<file path="src/rtl/ysyx_25020047_lsu.sv">
// Load/store unit between EXU and WBU: one op per handshake, valid/ready data-memory bus,
// byte/word load extraction and store lane steering, with a bus timeout and misalignment trap.
module ysyx_25020047_lsu #(
   parameter int TIMEOUT_CYC = 255,
   parameter int CNT_W       = 8
) (
   input  logic        clk,
   input  logic        rst_n,
   input  logic        in_valid,
   output logic        in_ready,
   input  logic [31:0] in_result,
   input  logic [31:0] in_wdata,
   input  logic        in_read,
   input  logic        in_write,
   input  logic        in_byte,
   output logic        mem_req_valid,
   input  logic        mem_req_ready,
   output logic        mem_req_wen,
   output logic [31:0] mem_req_addr,
   output logic [31:0] mem_req_wdata,
   output logic [3:0]  mem_req_wmask,
   input  logic        mem_resp_valid,
   input  logic [31:0] mem_resp_rdata,
   output logic        out_valid,
   input  logic        out_ready,
   output logic [31:0] out_data,
   output logic        bus_err
);

   typedef enum logic [1:0] {S_IDLE, S_REQ, S_RESP, S_DONE} state_e;

   state_e           state_q, state_d;
   logic [CNT_W-1:0] cnt_q, cnt_d;
   logic             rd_q, rd_d;
   logic             byte_q, byte_d;
   logic [1:0]       off_q, off_d;
   logic             wen_q, wen_d;
   logic [31:0]      addr_q, addr_d;
   logic [31:0]      wdata_q, wdata_d;
   logic [3:0]       wmask_q, wmask_d;
   logic [31:0]      out_data_q, out_data_d;
   logic             err_q, err_d;

   logic accept, is_mem, both_rw, misalign, timeout;

   function automatic logic [31:0] load_extract(input logic [31:0] rdata, input logic is_byte,
                                                input logic [1:0] off);
      if (is_byte) return {24'b0, rdata[{off, 3'b000} +: 8]};
      return rdata;
   endfunction

   function automatic logic [3:0] lane_mask(input logic is_byte, input logic [1:0] off);
      if (is_byte) return 4'b0001 << off;
      return 4'b1111;
   endfunction

   function automatic logic [31:0] lane_data(input logic is_byte, input logic [31:0] wdata);
      if (is_byte) return {4{wdata[7:0]}};
      return wdata;
   endfunction

   assign accept   = in_valid & in_ready;
   assign is_mem   = in_read | in_write;
   assign both_rw  = in_read & in_write;
   assign misalign = is_mem & ~both_rw & ~in_byte & (in_result[1:0] != 2'b00);
   assign timeout  = (cnt_q == CNT_W'(TIMEOUT_CYC - 1));

   always_ff @(posedge clk) begin
      if (!rst_n) begin
         state_q    <= S_IDLE;
         cnt_q      <= '0;
         rd_q       <= 1'b0;
         byte_q     <= 1'b0;
         off_q      <= 2'b00;
         wen_q      <= 1'b0;
         addr_q     <= '0;
         wdata_q    <= '0;
         wmask_q    <= '0;
         out_data_q <= '0;
         err_q      <= 1'b0;
      end else begin
         state_q    <= state_d;
         cnt_q      <= cnt_d;
         rd_q       <= rd_d;
         byte_q     <= byte_d;
         off_q      <= off_d;
         wen_q      <= wen_d;
         addr_q     <= addr_d;
         wdata_q    <= wdata_d;
         wmask_q    <= wmask_d;
         out_data_q <= out_data_d;
         err_q      <= err_d;
      end
   end

   // Conflicting read+write, non-memory and misaligned ops all skip the bus.
   always_comb begin
      state_d = state_q;
      unique case (state_q)
         S_IDLE: begin
            if (accept) begin
               if (both_rw || !is_mem || misalign) state_d = S_DONE;
               else                                state_d = S_REQ;
            end
         end
         S_REQ: begin
            if (mem_req_ready) state_d = rd_q ? S_RESP : S_DONE;
            else if (timeout)  state_d = S_DONE;
         end
         S_RESP: begin
            if (mem_resp_valid || timeout) state_d = S_DONE;
         end
         S_DONE: begin
            if (out_ready) state_d = S_IDLE;
         end
         default: state_d = S_IDLE;
      endcase
   end

   always_comb begin
      cnt_d      = '0;
      rd_d       = rd_q;
      byte_d     = byte_q;
      off_d      = off_q;
      wen_d      = wen_q;
      addr_d     = addr_q;
      wdata_d    = wdata_q;
      wmask_d    = wmask_q;
      out_data_d = out_data_q;
      err_d      = 1'b0;
      unique case (state_q)
         S_IDLE: begin
            if (accept) begin
               rd_d       = in_read;
               byte_d     = in_byte;
               off_d      = in_result[1:0];
               wen_d      = in_write;
               addr_d     = {in_result[31:2], 2'b00};
               wdata_d    = lane_data(in_byte, in_wdata);
               wmask_d    = lane_mask(in_byte, in_result[1:0]);
               out_data_d = misalign ? 32'b0 : in_result;
               err_d      = misalign;
            end
         end
         // Counter restarts from zero when the request handshake moves a load into RESP.
         S_REQ: begin
            if (!mem_req_ready) begin
               if (timeout) begin
                  out_data_d = '0;
                  err_d      = 1'b1;
               end else begin
                  cnt_d = cnt_q + CNT_W'(1);
               end
            end
         end
         S_RESP: begin
            if (mem_resp_valid) begin
               out_data_d = load_extract(mem_resp_rdata, byte_q, off_q);
            end else if (timeout) begin
               out_data_d = '0;
               err_d      = 1'b1;
            end else begin
               cnt_d = cnt_q + CNT_W'(1);
            end
         end
         default: ;
      endcase
   end

   always_comb begin
      in_ready      = (state_q == S_IDLE);
      mem_req_valid = (state_q == S_REQ);
      out_valid     = (state_q == S_DONE);
   end

   assign mem_req_wen   = wen_q;
   assign mem_req_addr  = addr_q;
   assign mem_req_wdata = wdata_q;
   assign mem_req_wmask = wmask_q;
   assign out_data      = out_data_q;
   assign bus_err       = err_q;

endmodule

</file>
<file path="config.mk">
export PLATFORM = sky130hd
export DESIGN_NAME = ysyx_25020047_lsu
export DESIGN_NICKNAME = d
export VERILOG_FILES = /design/src/rtl/ysyx_25020047_lsu.sv
export SDC_FILE = /design/constraint.sdc
export NUM_CORES = 1
export LEC_CHECK = 0
export CAP_MARGIN = 30
export CELL_PAD_IN_SITES_DETAIL_PLACEMENT = 0
export CELL_PAD_IN_SITES_GLOBAL_PLACEMENT = 1
export CORE_MARGIN = 2
export CORE_UTILIZATION = 33
export CTS_CLUSTER_DIAMETER = 200
export DETAILED_ROUTE_END_ITERATION = 16
export PLACE_DENSITY_LB_ADDON = 0.1
export SLEW_MARGIN = 20
export SYNTH_ARGS = -nofsm -noshare
export SYNTH_HDL_FRONTEND = slang
export SYNTH_SLANG_ARGS = --single-unit
export TNS_END_PERCENT = 50
</file>
<file path="constraint.sdc">
create_clock -name clk -period 5.06 [get_ports clk]
set_clock_uncertainty 0.05 [all_clocks]
set_input_delay 1.012 -clock clk [delete_from_list [all_inputs] [get_ports clk]]
set_output_delay 1.012 -clock clk [all_outputs]
set_load 0.05 [all_outputs]
</file>
# Word-level counts from Yosys, hierarchy flattened
# Cells that the tools add are included.
# totals
inputBits	105
register_bits	114
out_inout_bits	105
wordCells	76
# classes
n_reduce_logical	10
n_bitwise	8
muxes	35
addsub	1
shift	2
eq_ne	9
# op_table
cell	n
32-bit 2-to-1 mux	9
32-bit one-hot mux with 3 select lines	1
32-bit by 6-bit variable part select with 8-bit output	1
8-bit 2-to-1 mux	3
8-bit one-hot mux with 2 select lines	1
2-bit 2-to-1 mux	6
1-bit 2-to-1 mux	11
8-bit by 1-bit adder with 8-bit output (second input constant)	1
8-bit == test (second input constant)	1
4-bit 2-to-1 mux	2
2-bit one-hot mux with 4 select lines	1
1-bit AND	5
2-bit == test (second input constant)	2
2-bit by 1-bit != test with 1-bit output (second input constant)	2
2-bit != test (second input constant)	2
4-bit AND reduction	1
1-bit by 2-bit << shifter with 4-bit output (first input constant)	1
1-bit logical OR	3
3-bit by 1-bit != test with 1-bit output (second input constant)	1
1-bit one-hot mux with 3 select lines	1
3-bit AND reduction	1
3-bit nonzero test	1
2-bit by 1-bit == test with 1-bit output (second input constant)	1
2-bit logical NOT	1
5 further kinds	6

# Longest topological paths before layout
# depth
ltp_word	9
mapped_depth	8

# Least setup slack after synthesis
# Ideal clock, no wire load.
# synth_path
path_kind	input -> register
from	in mem_req_ready
to	reg out_data_q[2] (netlist: out_data[2])
path_stages	5
arrival_ps	2152
required_time_ps	4950
setup_slack_ps	2797
setup_time_ps	60
path_cell_list	and2_4 or3_4 buf_6 o41ai_1 a22o_1
# synth_between
elab_chain_cells	2
# synth_rtl
element	line_no	text
start, declared	17	input logic mem_req_ready,
2-bit != test (no source line)	--	
3-bit AND reduction (no source line)	--	
end signal, assigned	91	out_data_q <= out_data_d;
end, declared	41	logic [31:0] out_data_q, out_data_d;
# Every way passes these cells.
# A chain may end at the register's enable or synchronous reset.

# Worst setup path in the final report
# layout_path
from	reg state_q[1]
to	out mem_req_valid
# layout_between
elab_chain_cells	1
# layout_rtl
element	line_no	text
start, declared	32	state_e state_q, state_d;
start signal, assigned	82	state_q <= state_d;
2-bit by 1-bit == test with 1-bit output	172	mem_req_valid = (state_q == S_REQ);
end, declared	16	output logic mem_req_valid,
# Every way passes these cells.

==> results.tsv <==
stage	metric	value	unit
status	outcome	finished, final reports clean	
timing	max_slew.worst_pin.slew	0.905	ns
pwr	switching_power	1.97	mW
clock_tree	cts_buffer_depth	2	
routing	ant_nets	0	
yosys	netlist_instances	567	
critical_path	arrival	2.05	ns
pwr	comb_power_share	46.0	%
critical_path	critPathRequiredTime	4.00	ns
yosys	syn_area	5000	sq um
global_routing	antenna_violations_before_repair	0	
critical_path	path_max_fanout	6	
die	die_ar	16200	sq um
yosys	synth_edf_count	0	
min_path	hold_path.class	reg -> reg	
pwr	total_power	4.69	mW
pwr	p_int	2.72	mW
critical_path	timing.critical_path.from_type	flop	
routing	dr_total_vias	4960	
die	die_width	127	um
routing	detail_route.wl_per_cell	17.7	um
timing	timing.final.setup_violations	0	
clock_tree	tritoncts_clock_tree	built	
placement	dpl_cell_area	7170	sq um
timing	setup_total_negative_slack	0	ns
clock_tree	cts-hold-fix-buffers	0	
timing	hold_viol_final	0	
pwr	power.share.clock	27.3	%
timing	worst_slew_margin_rel	39.2	%
timing	fmaxAchievable	322	MHz
clock_tree	tritoncts_num_sinks	114	
placement	post-dp-hpwl	12100	um
yosys	synthesis_stage_register_bit_count	114	
timing	drv_slew	0	
cells_and_area	share_of_layout_cells_above_drive_strength_1	6.61	%
routing	detail_route.iter0.violations	299	
yosys	yosysWarningCount	0	
cells_and_area	final_cell_mix	clkdlybuf4s50_1, dfxtp_1, nand2_1, a21boi_0, o21ai_0	
placement	buffer_ports.inserted	207	
placement	gp_congestion	0.801	
clock_tree	clk_pin_slew_worst_paths	0.05	ns
cells_and_area	utilization	53.7	%
cells_and_area	post_synthesis_to_final_layout_area_growth	57.2	%
cells_and_area	num_antenna_cells	0	
clock_tree	ctsHtreeMaxLevel	4	
pwr	sw_frac_of_total	42.0	%
global_routing	grt_overflow_total	0	
die	initial_core_util	34.2	%
critical_path	crit_path_end_kind	output port	
job	timing.max_cap.violations	0	
pwr	p_leak	2.80	nW
clock_tree	post_cts_setup_buffer_count	0	
die	floorplan_row_count	44	
clock_tree	cts_root_buffer	clkbuf_16	
die	die-height	127	um
die	io_pins	210	
routing	detailed_route_wl	16900	um
cells_and_area	fin_nets	871	
timing	timing.final.crit_period	3.11	ns
yosys	postSynth.topFlopCell	dfxtp_1	
yosys	async_reset_ff_share	0	%
global_routing	grt_first_pass_wirelength	26500	um
routing	drc_errors	0	
routing	drt_pass1_iterations	5	
yosys	post_synth.cell_area_avg	8.82	sq um
pwr	power.density	596	nW/um^2
yosys	ys_seq_area_share	45.6	%
global_routing	vias_in_the_first_global_route	4806	
global_routing	grt_util_all_layers	21.1	%
clock_tree	post_cts_repair_resize_count	0	
pwr	seqPwrFrac	26.7	%
pwr	ir_drop	0.258	mV
cells_and_area	layout.cells.most_common	clkdlybuf4s50_1	
die	fp.coreArea	14600	sq um
clock_tree	insertion_delay	0.41	ns
cells_and_area	postLayoutCellArea	7860	sq um
timing	fraction_of_the_cycle_the_final_worst_path_needs	61.4	%
critical_path	setup.worst_path.class	reg -> out	
timing	unrepaired_setup_endpoints_after_global_routing	false	
global_routing	grt_start_max_net_pins	99	
routing	via_per_inst	5.19	
yosys	number_of_unique_standard_cell_types_used_by_synthesis	49	
clock_tree	cts-buffers-inserted	17	
## synth_stat cells (2+ instances only)
master / n / share of area (%)
a21oi_1: 5 / 0.50
mux2i_1: 8 / 1.6
o21bai_1: 2 / 0.30
a31oi_1: 27 / 3.4
nand2_1: 100 / 7.5
dfxtp_1: 114 / 46
nand3_1: 7 / 0.70
o221ai_1: 2 / 0.35
buf_2: 9 / 0.90
and2_1: 2 / 0.25
nand4_1: 2 / 0.25
o41ai_1: 7 / 1.2
a221o_1: 7 / 1.4
o21a_1: 2 / 0.30
a22oi_1: 24 / 3.6
clkbuf_1: 31 / 2.3
xor2_1: 4 / 0.70
and3_1: 2 / 0.25
nand2b_1: 29 / 3.6
nor2_1: 22 / 1.7
nor2b_1: 2 / 0.25
nor3_1: 9 / 0.90
buf_4: 2 / 0.30
a22o_1: 7 / 1.2
xnor2_1: 4 / 0.70
o2bb2ai_1: 24 / 4.2
o211ai_1: 2 / 0.30
o21ai_0: 37 / 3.7
a21boi_0: 43 / 6.5
inv_1: 6 / 0.45
ha_1: 7 / 1.8
## sequential cells by signal, indices dropped and copies added (netlist names), 2 cells and up
signal         cells
mem_req_wdata     32
cnt_q              8
mem_req_wmask      4
off_q              2
state_q            2
mem_req_addr      30
out_data          32
## worst paths after layout
kind / from / endpoint / slack [ns] / cells after the start
max reg2reg: state_q[1] / out_data[19] / 2.38 / 6
max: state_q[1] / mem_req_valid / 1.95 / 3
min: out_data[16] / out_data[16] / 0.41 / 1
min reg2reg: out_data[16] / out_data[16] / 0.41 / 1
## power groups by stage
stage	combinational (mW)	sequential (mW)	clock [mW]
floorplan	0.732	1.95	0
global placement	2.10	1.26	0
detailed placement	2.13	1.26	0
CTS	2.14	1.25	1.31
global route	2.29	1.28	1.35
finish	2.16	1.25	1.28
## routing by layer
metal | wire (um) | up-vias | track usage, %
met5 | 0 | - | 0
li1 | - | 2430 | -
met2 | 7830 | 169 | 32.9
met3 | 1130 | 17 | 6.70
met1 | 7720 | 2344 | 27.7
met4 | 221 | 0 | 7.18
## logic make-up (layout without fill, tap and decap cells)
group	count (synthesis)	count (layout)	synth area share [%]
adder cells (fa/ha/maj)	7	7	1.75
AND/OR/NAND/NOR	180	180	16.4
flip-flops	114	114	45.6
other	1	2	0.0750
XOR/XNOR	8	8	1.40
buffers and inverters	49	252	4.20
AO/OA/AOI/OAI	199	199	28.7
multiplexers	9	9	1.83
## area by class of cell
type                    instances  area, sq um
clock inverters                12          180
well taps                     184          230
inverters                       6         22.5
fillers                      1345         6780
clock buffers                  19          453
flip-flops and latches        114         2280
multi-input cells             405         2530
repair buffers                215         2170
## critical path, stage by stage (launching register included)
cell             delay, ns
dfxtp_1               0.35
inv_1                 0.12
ha_1                  0.30
clkdlybuf4s50_1       0.86
## per-stage QoR
step,std cells,setup WS [ns],hold WS [ns]
6_report,955,1.95,0.410
4_1_cts,951,1.93,0.413
5_1_grt,955,1.85,0.429
3_3_place_gp,919,1.96,0.394
2_1_floorplan,568,2.80,0.394
3_5_place_dp,920,1.92,0.398
Note: power is estimated with default switching activity, not from simulation.
